==> src/rtl/imm_decode_stage.sv <==
// Immediate-decode pipeline stage: opcode-driven format select, XLEN-wide
// immediate, illegal flagging, and a valid/ready output with optional skid.
module imm_decode_stage #(
  parameter int XLEN = 32,
  parameter bit SKID = 1'b1
) (
  input  logic            clk,
  input  logic            rst,
  input  logic            in_valid,
  output logic            in_ready,
  input  logic [31:0]     in_instr,
  input  logic [XLEN-1:0] in_pc,
  output logic            out_valid,
  input  logic            out_ready,
  output logic [XLEN-1:0] out_imm,
  output logic [2:0]      out_immtype,
  output logic            out_illegal,
  output logic [XLEN-1:0] out_pc,
  output logic [31:0]     out_instr
);

  localparam logic [6:0] OP_LUI    = 7'b0110111;
  localparam logic [6:0] OP_AUIPC  = 7'b0010111;
  localparam logic [6:0] OP_LOAD   = 7'b0000011;
  localparam logic [6:0] OP_JALR   = 7'b1100111;
  localparam logic [6:0] OP_OPIMM  = 7'b0010011;
  localparam logic [6:0] OP_STORE  = 7'b0100011;
  localparam logic [6:0] OP_BRANCH = 7'b1100011;
  localparam logic [6:0] OP_JAL    = 7'b1101111;
  localparam logic [6:0] OP_SYSTEM = 7'b1110011;

  logic [6:0]      w_op;
  logic [2:0]      w_f3;
  logic            w_is_u;
  logic            w_is_i;
  logic            w_is_s;
  logic            w_is_sh;
  logic            w_is_b;
  logic            w_is_j;
  logic            w_is_csr;
  logic [31:0]     w_imm32;
  logic [2:0]      w_type;
  logic            w_ill;
  logic [XLEN-1:0] w_imm;

  assign w_op = in_instr[6:0];
  assign w_f3 = in_instr[14:12];

  assign w_is_u   = (w_op == OP_LUI) || (w_op == OP_AUIPC);
  assign w_is_sh  = (w_op == OP_OPIMM)
                 && ((w_f3 == 3'b001) || (w_f3 == 3'b101));
  assign w_is_i   = (w_op == OP_LOAD) || (w_op == OP_JALR)
                 || ((w_op == OP_OPIMM) && !w_is_sh);
  assign w_is_s   = (w_op == OP_STORE);
  assign w_is_b   = (w_op == OP_BRANCH);
  assign w_is_j   = (w_op == OP_JAL);
  assign w_is_csr = (w_op == OP_SYSTEM);

  always_comb begin
    w_imm32 = '0;
    w_type  = 3'b111;
    w_ill   = 1'b1;
    unique case (1'b1)
      w_is_u: begin
        w_imm32 = {in_instr[31:12], 12'b0};
        w_type  = 3'b000;
        w_ill   = 1'b0;
      end
      w_is_i: begin
        w_imm32 = {{20{in_instr[31]}}, in_instr[31:20]};
        w_type  = 3'b001;
        w_ill   = 1'b0;
      end
      w_is_s: begin
        w_imm32 = {{20{in_instr[31]}},
                   in_instr[31:25], in_instr[11:7]};
        w_type  = 3'b010;
        w_ill   = 1'b0;
      end
      w_is_sh: begin
        // RV32 has a 5-bit shamt; bit 25 set is reserved there
        w_imm32 = (XLEN == 64)
                ? {26'b0, in_instr[25:20]}
                : {27'b0, in_instr[24:20]};
        w_type  = 3'b011;
        w_ill   = (XLEN == 32) && in_instr[25];
      end
      w_is_b: begin
        w_imm32 = {{19{in_instr[31]}}, in_instr[31],
                   in_instr[7], in_instr[30:25],
                   in_instr[11:8], 1'b0};
        w_type  = 3'b100;
        w_ill   = 1'b0;
      end
      w_is_j: begin
        w_imm32 = {{11{in_instr[31]}}, in_instr[31],
                   in_instr[19:12], in_instr[20],
                   in_instr[30:21], 1'b0};
        w_type  = 3'b101;
        w_ill   = 1'b0;
      end
      w_is_csr: begin
        w_imm32 = {27'b0, in_instr[19:15]};
        w_type  = 3'b110;
        w_ill   = 1'b0;
      end
      default: ;
    endcase
    if (in_instr[1:0] != 2'b11) w_ill = 1'b1;
  end

  // zero-extended forms have bit 31 clear, so one sign-extend covers all
  assign w_imm = XLEN'($signed(w_imm32));

  logic            r_valid;
  logic [XLEN-1:0] r_imm;
  logic [2:0]      r_type;
  logic            r_ill;
  logic [XLEN-1:0] r_pc;
  logic [31:0]     r_instr;

  logic            r_s_valid;
  logic [XLEN-1:0] r_s_imm;
  logic [2:0]      r_s_type;
  logic            r_s_ill;
  logic [XLEN-1:0] r_s_pc;
  logic [31:0]     r_s_instr;

  logic w_in_fire;
  logic w_out_fire;
  logic w_main_load;

  assign w_out_fire  = r_valid && out_ready;
  assign w_main_load = !r_valid || w_out_fire;
  assign in_ready    = SKID ? !r_s_valid : w_main_load;
  assign w_in_fire   = in_valid && in_ready && !rst;

  always_ff @(posedge clk) begin
    if (rst) begin
      r_valid   <= 1'b0;
      r_imm     <= '0;
      r_type    <= '0;
      r_ill     <= 1'b0;
      r_pc      <= '0;
      r_instr   <= '0;
      r_s_valid <= 1'b0;
      r_s_imm   <= '0;
      r_s_type  <= '0;
      r_s_ill   <= 1'b0;
      r_s_pc    <= '0;
      r_s_instr <= '0;
    end else if (w_main_load) begin
      if (r_s_valid) begin
        r_valid   <= 1'b1;
        r_imm     <= r_s_imm;
        r_type    <= r_s_type;
        r_ill     <= r_s_ill;
        r_pc      <= r_s_pc;
        r_instr   <= r_s_instr;
        r_s_valid <= 1'b0;
      end else begin
        r_valid <= w_in_fire;
        if (w_in_fire) begin
          r_imm   <= w_imm;
          r_type  <= w_type;
          r_ill   <= w_ill;
          r_pc    <= in_pc;
          r_instr <= in_instr;
        end
      end
    end else if (SKID && w_in_fire) begin
      r_s_valid <= 1'b1;
      r_s_imm   <= w_imm;
      r_s_type  <= w_type;
      r_s_ill   <= w_ill;
      r_s_pc    <= in_pc;
      r_s_instr <= in_instr;
    end
  end

  assign out_valid   = r_valid;
  assign out_imm     = r_imm;
  assign out_immtype = r_type;
  assign out_illegal = r_ill;
  assign out_pc      = r_pc;
  assign out_instr   = r_instr;

endmodule

==> config.mk <==
export PLATFORM = sky130hd
export DESIGN_NAME = imm_decode_stage
export DESIGN_NICKNAME = d
export VERILOG_FILES = /design/src/rtl/imm_decode_stage.sv
export SDC_FILE = /design/constraint.sdc
export NUM_CORES = 1
export LEC_CHECK = 0
export CORE_UTILIZATION = 53
export CTS_BUF_LIST = sky130_fd_sc_hd__clkbuf_4 sky130_fd_sc_hd__clkbuf_8
export DETAILED_ROUTE_END_ITERATION = 8
export MAX_ROUTING_LAYER = met4
export PLACE_DENSITY = 0.91
export SYNTH_ARGS = -nofsm -noshare
export SYNTH_HDL_FRONTEND = slang
export SYNTH_SLANG_ARGS = --single-unit
==> constraint.sdc <==
create_clock -name clk -period 1.95 [get_ports clk]
set_input_delay 0.39 -clock clk [delete_from_list [all_inputs] [get_ports clk]]
set_output_delay 0.39 -clock clk [all_outputs]
set_load 0.03 [all_outputs]
==> results of run 1 <==
-- logic make-up (layout without fill, tap and decap cells) --
| kind of cell | Yosys count | in the layout | share of synthesized area (%) |
|---|---|---|---|
| buffers and inverters | 88 | 312 | 4.54 |
| XOR/XNOR | 1 | 1 | 0.104 |
| flip-flops | 202 | 202 | 48.1 |
| multiplexers | 58 | 58 | 6.91 |
| AND/OR/NAND/NOR | 403 | 403 | 21.2 |
| AO/OA/AOI/OAI | 251 | 251 | 19.1 |
-- worst max-delay path by stage --
stage / start / to / slack, ps / depth (start not counted)
2_1_floorplan: out_valid / r_s_imm[10] / 260 / 6
3_3_place_gp: in_instr[6] / out_immtype[0] / -290 / 9
3_5_place_dp: in_instr[6] / out_immtype[0] / -340 / 9
4_1_cts: out_imm[6] / out_imm[6] / 0.5 / 1
5_1_grt: out_pc[20] / out_pc[20] / -20 / 1
6_report: out_imm[24] / out_imm[24] / 30 / 1
-- layout make-up --
| cell class | instances | area [um2] | share of cell area (%) |
|---|---|---|---|
| clock buffer | 53 | 667 | 5.74 |
| clock inverter | 4 | 72.6 | 0.625 |
| inverter | 4 | 18.8 | 0.162 |
| multi-input combinational | 713 | 4010 | 34.5 |
| sequential | 202 | 4050 | 34.8 |
| tap | 211 | 264 | 2.27 |
| timing repair buffer | 251 | 2540 | 21.9 |
-- cell usage in the layout, fill, tap and decap left out, types with 30 or more instances in the layout --
cell	netlist	routed
a211oi_1	84	84
a21oi_1	90	89
buf_4	0	68
clkbuf_8	0	43
clkdlybuf4s50_1	0	99
dfxtp_1	202	201
dlygate4sd2_1	0	30
dlymetal6s2s_1	0	39
mux2i_1	58	58
nand2_1	183	183
nor2_1	114	114
nor3_1	37	36
o21ai_0	34	34
-- state kept, by name, indices dropped and copies added, names as in the netlist --
name / cells
out_imm: 32
r_s_valid: 1
r_s_imm: 32
out_instr: 32
out_immtype: 3
out_illegal: 1
r_s_type: 3
r_s_pc: 32
out_pc: 32
r_s_ill: 1
out_valid: 1
r_s_instr: 32
-- metrics by stage --
stage	setup slack (ps)	setup TNS, ps	total power, mW
after floorplan	259	0	5.27
after global placement	-292	-18920	5.95
after detailed placement	-335	-27670	5.99
after CTS	0.488	0	10.0
after global routing	-16.8	-31.9	10.4
final	27.7	0	10.0
-- layer usage --
metal  global-route usage [%]  wire length [um]
met1                     38.5             10600
met2                     52.2             12400
met3                     5.55              1890
met4                     12.5               690
met5                        -                 0
-- report_power, final --
part	total, mW	internal [mW]	switching, mW
clock network	4.08	2.43	1.65
registers	4.41	4.30	0.102
logic	1.51	0.637	0.878
-- what timing repair did --
action	CTS	global route
setup buffers	0	3
endpoints found under the setup margin	30	53
pin swaps	0	1
cloned	0	1
gates resized for setup	30	43
==> results.py, run 1 <==
metrics = {
    "global_routing": {
        "grt_antenna_before_repair": 0,
        "first_global_vias": 8102,
        "grt_max_degree": 91,
        "grtUsageTotal_pct": 31.7,
        "grt-ovfl-total": 0,
        "grt_pass1_wl_um": 40100,
    },
    "floorplanning": {
        "ios": 170,
        "core_area_um2": 15300,
        "die_h_um": 128,
        "start_util_pct": 54.9,
        "row_count": 45,
        "dieArea_um2": 16400,
        "fp.dieW_um": 128,
    },
    "route": {
        "routed-via-count": 8341,
        "via_per_inst": 5.80,
        "dr.pass1.iters": 6,
        "drc": 0,
        "ant_nets": 0,
        "drtIter0Drc": 649,
        "wire_per_inst_um": 17.8,
        "routed_wl_um": 25600,
    },
    "cells_and_area": {
        "syn2layout_area_growth_pct": 38.3,
        "final_util_pct": 75.9,
        "fin_nets": 1274,
        "fin_cells": 1438,
        "drive_gt1_share_pct": 12.2,
        "stdcell_area_um2": 11600,
        "fillCellCount": 1078,
        "antenna_cells": 0,
    },
    "logic_synthesis": {
        "synth.top_cell.area_share_pct": 48.1,
        "ys_ff_latch": 202,
        "synth_flop_cell": "dfxtp_1",
        "synth_edf_count": 0,
        "netlist_top_cells_area": "dfxtp_1, nand2_1, a211oi_1",
        "yosys_warnings": 0,
        "synthTopCellsByCount": "dfxtp_1, nand2_1, nor2_1, a21oi_1, a211oi_1",
        "netlist_area_um2": 8400,
        "synth.distinct_cells": 47,
        "yosysMostFrequentCell": "dfxtp_1",
        "synthCells": 1003,
        "synth_nets": 1071,
        "syn_avg_cell_area_um2": 8.38,
        "yosysSeqAreaShare_pct": 48.1,
        "synth-async-reset-ratio_pct": 0,
        "synth_top_area_cell": "dfxtp_1",
    },
    "clocking": {
        "clock_sinks": 202,
        "clk_path_buf_depth": 3,
        "cts-root-buf": "clkbuf_8",
        "cts_buffers": 34,
        "htree_num_levels": 2,
        "ctsHoldBuffers": 0,
        "clk_pin_slew_ps": 60,
        "clock_latency_ps": 510,
        "tritoncts": "yes",
    },
    "worst_hold_path": {
        "hold_depth": 2,
        "holdPathEnd": "r_s_ill",
        "hp-start": "rst",
        "hold_class": "in -> reg",
    },
    "critical_path": {
        "reg2reg_to": "out_instr[7]",
        "crit_chain": "clkdlybuf4s50_1",
        "r2r-start": "r_s_valid",
        "crit_type": "reg -> out",
        "slowest_delay_ps": 680,
        "crit_buf_inv": 1,
        "worst_path_dominant_cell_family": "buffers and inverters",
        "critPathMaxFanout": 2,
        "cpMaxStageDelayCell": "clkdlybuf4s50_1",
        "r2r_slack_ps": 190,
        "cp_data_required_time_ps": 1560,
        "arrival_ps": 1530,
        "critPathLaunchType": "flip-flop",
        "cp-end-kind": "primary output",
        "r2r_cells": 7,
    },
    "sta": {
        "hold_slack_ps": 135,
        "slew_violations": 0,
        "setup_viol": 0,
        "worst_pin_slew_ps": 924,
        "fin_crit_sh_pct": 98.6,
        "skew_ps": 12.4,
        "hold_viol_final": 0,
        "maxSlewHeadroom_pct": 38.4,
        "post-route-min-period_ps": 1920,
        "fmax_ghz": 0.520,
    },
    "pwr": {
        "peakVddDrop_mv": 0.528,
        "power_density_nw_per_um2": 861,
        "leakagePower_nw": 4.83,
    },
    "placement": {
        "place_congestion": 0.867,
        "io_buffers": 169,
        "dp_hpwl_um": 16500,
        "dp.cells": 1377,
        "placed_area_um2": 10800,
    },
    "status": {
        "outcome": "completed",
    },
    "job": {
        "drv_cap": 0,
    },
}
(Power assumes the default switching activity.)
==> run 2: changes to the inputs <==
Settings changed: CTS_CLUSTER_DIAMETER set to 200.
==> results of run 2 <==
Final layout, timing and power as in run 1 (identical DEF).
==> run 3: changes to the inputs <==
==> constraint.sdc (replaced) <==
create_clock -name clk -period 1.95 [get_ports clk]
set_input_delay 0.2925 -clock clk [delete_from_list [all_inputs] [get_ports clk]]
set_output_delay 0.2925 -clock clk [all_outputs]
set_load 0.03 [all_outputs]
==> run 3 against run 2 <==
Effect of this change: final cell count fell by 0.35%; hold slack improved by 120 ps; critical endpoint is now out_immtype[1]; critical path depth did not move; sequential cell count did not move; wire length fell by 4.2%; highest routed layer unchanged; die area did not move.
==> results.py, run 3 (same netlist as run 1, synthesis figures left out) <==
metrics = {
    "pwr": {
        "p_sw_mw": 2.67,
        "intPower_mw": 7.16,
        "seqPwrFrac_pct": 44.8,
        "leakagePower_nw": 4.04,
        "power_density_nw_per_um2": 856,
        "power_mw": 9.83,
        "p_clk_share_pct": 39.6,
        "swShare_pct": 27.1,
        "comb_power_share_pct": 15.6,
        "peakVddDrop_mv": 0.825,
    },
    "critical_path": {
        "crit_buf_inv": 1,
        "r2r_cells": 5,
        "critPathLaunchType": "flip-flop",
        "cpMaxStageDelayCell": "clkdlybuf4s50_1",
        "critPathMaxFanout": 2,
        "arrival_ps": 1610,
        "r2r-start": "out_valid",
        "reg2reg_to": "r_s_imm[17]",
        "crit_chain": "clkdlybuf4s50_1",
        "worst-path-stages": 1,
        "cp-end-kind": "primary output",
        "crit_type": "reg -> out",
        "slowest_delay_ps": 700,
        "r2r_slack_ps": 110,
        "cp_data_required_time_ps": 1660,
        "worst_path_dominant_cell_family": "buffers and inverters",
    },
    "worst_hold_path": {
        "hold_depth": 3,
        "hp-start": "rst",
        "hold_class": "in -> reg",
        "holdPathEnd": "out_imm[31]",
    },
    "route": {
        "dr.pass1.iters": 5,
        "routed_wl_um": 24500,
        "via_per_inst": 5.74,
        "ant_nets": 0,
        "wire_per_inst_um": 17.1,
        "drtIter0Drc": 633,
        "drc": 0,
        "routed-via-count": 8232,
    },
    "clocking": {
        "cts_buffers": 34,
        "postCtsSetupBuffers": 0,
        "tritoncts": "yes",
        "clk_pin_slew_ps": 60,
        "clock_sinks": 202,
        "htree_num_levels": 2,
        "clk_path_buf_depth": 3,
        "cts-root-buf": "clkbuf_8",
        "clock_latency_ps": 520,
    },
    "floorplanning": {
        "core_area_um2": 15300,
        "start_util_pct": 54.9,
        "dieArea_um2": 16400,
        "ios": 170,
        "fp.dieW_um": 128,
        "die_h_um": 128,
        "row_count": 45,
    },
    "sta": {
        "skew_ps": 20.2,
        "setup_viol": 0,
        "slew_violations": 0,
        "maxSlewHeadroom_pct": 53.3,
        "post-route-min-period_ps": 1910,
        "fin_ws_ps": 44.9,
        "fin_crit_sh_pct": 97.7,
        "hold_viol_final": 0,
        "worst_pin_slew_ps": 700,
        "fmax_ghz": 0.525,
        "grt_setup_unrepaired": "no",
    },
    "global_routing": {
        "grt_antenna_before_repair": 0,
        "grtUsageTotal_pct": 31.0,
        "grt_pass1_wl_um": 39400,
        "grt-ovfl-total": 0,
        "first_global_vias": 7862,
        "grt_max_degree": 94,
    },
    "job": {
        "drv_cap": 0,
    },
    "cells_and_area": {
        "final_util_pct": 74.9,
        "fin_nets": 1267,
        "multi_input_area_um2": 4000,
        "syn2layout_area_growth_pct": 36.6,
        "fillCellCount": 1066,
        "drive_gt1_share_pct": 11.7,
        "antenna_cells": 0,
        "stdcell_area_um2": 11500,
        "layout_commonest_cell": "dfxtp_1",
        "final_cell_mix": "dfxtp_1, nand2_1, clkdlybuf4s50_1",
        "ff_latch_area_um2": 4050,
    },
    "placement": {
        "dp_slack_ps": -204,
        "placed_area_um2": 10800,
        "dp_hpwl_um": 16300,
        "io_buffers": 169,
        "place_congestion": 0.899,
    },
    "status": {
        "outcome": "completed",
    },
}
[run 3: cell count changes in the layout (fill, tap and decap cells not counted), moves of 2 or more]
cell | before | now
dlymetal6s2s_1 | 39 | 0
dlygate4sd2_1 | 30 | 0
buf_4 | 68 | 60
clkbuf_4 | 10 | 7
buf_12 | 12 | 15
clkinv_2 | 1 | 8
clkdlybuf4s50_1 | 99 | 167
clkbuf_8 | 43 | 41
[run 3: power groups by stage]
stage | sequential [mW] | clock (mW) | combinational (mW)
4_1_cts | 4.40 | 3.93 | 1.52
5_1_grt | 4.42 | 4.13 | 1.63
2_1_floorplan | 4.74 | 0 | 0.528
3_3_place_gp | 4.48 | 0 | 1.48
6_report | 4.41 | 3.89 | 1.53
3_5_place_dp | 4.49 | 0 | 1.51
[run 3: what timing repair did]
item	CTS	global route
setup endpoints to repair	1	1
hold buffers	0	0
resized for setup	1	1
[run 3: metrics by stage]
step / instances / hold WS (ps) / setup TNS [ps]
global route: 1433 / 248 / 0
detailed placement: 1374 / 447 / -7180
floorplan: 1003 / 428 / 0
finish: 1433 / 258 / 0
CTS: 1433 / 229 / 0
global placement: 1374 / 441 / -5060
[run 3: worst max path at each step]
stage | start | end | slack [ps]
floorplan | out_valid | r_s_imm[10] | 260
global placement | in_instr[2] | out_imm[12] | -150
detailed placement | in_instr[2] | r_s_imm[17] | -200
CTS | r_s_valid | in_ready | 30
global route | r_s_valid | in_ready | 3
finish | out_immtype[1] | out_immtype[1] | 40
[run 3: worst min-delay path: stages]
cell and delay (ps):
buf_6 100, buf_4 220, o22ai_2 110
[run 3: layer usage]
layer	GRT usage, %	routed length (um)
met3	6.05	1960
met2	49.4	11600
met5	-	0
met4	12.2	724
met1	38.6	10300
[run 3: cell type report]
type | count | share of cell area, %
clock buffers | 48 | 5.38
clock inverters | 11 | 0.752
inverters | 4 | 0.131
multi-input cells | 713 | 34.9
flip-flops and latches | 202 | 35.3
well taps | 211 | 2.30
repair buffers | 244 | 21.3
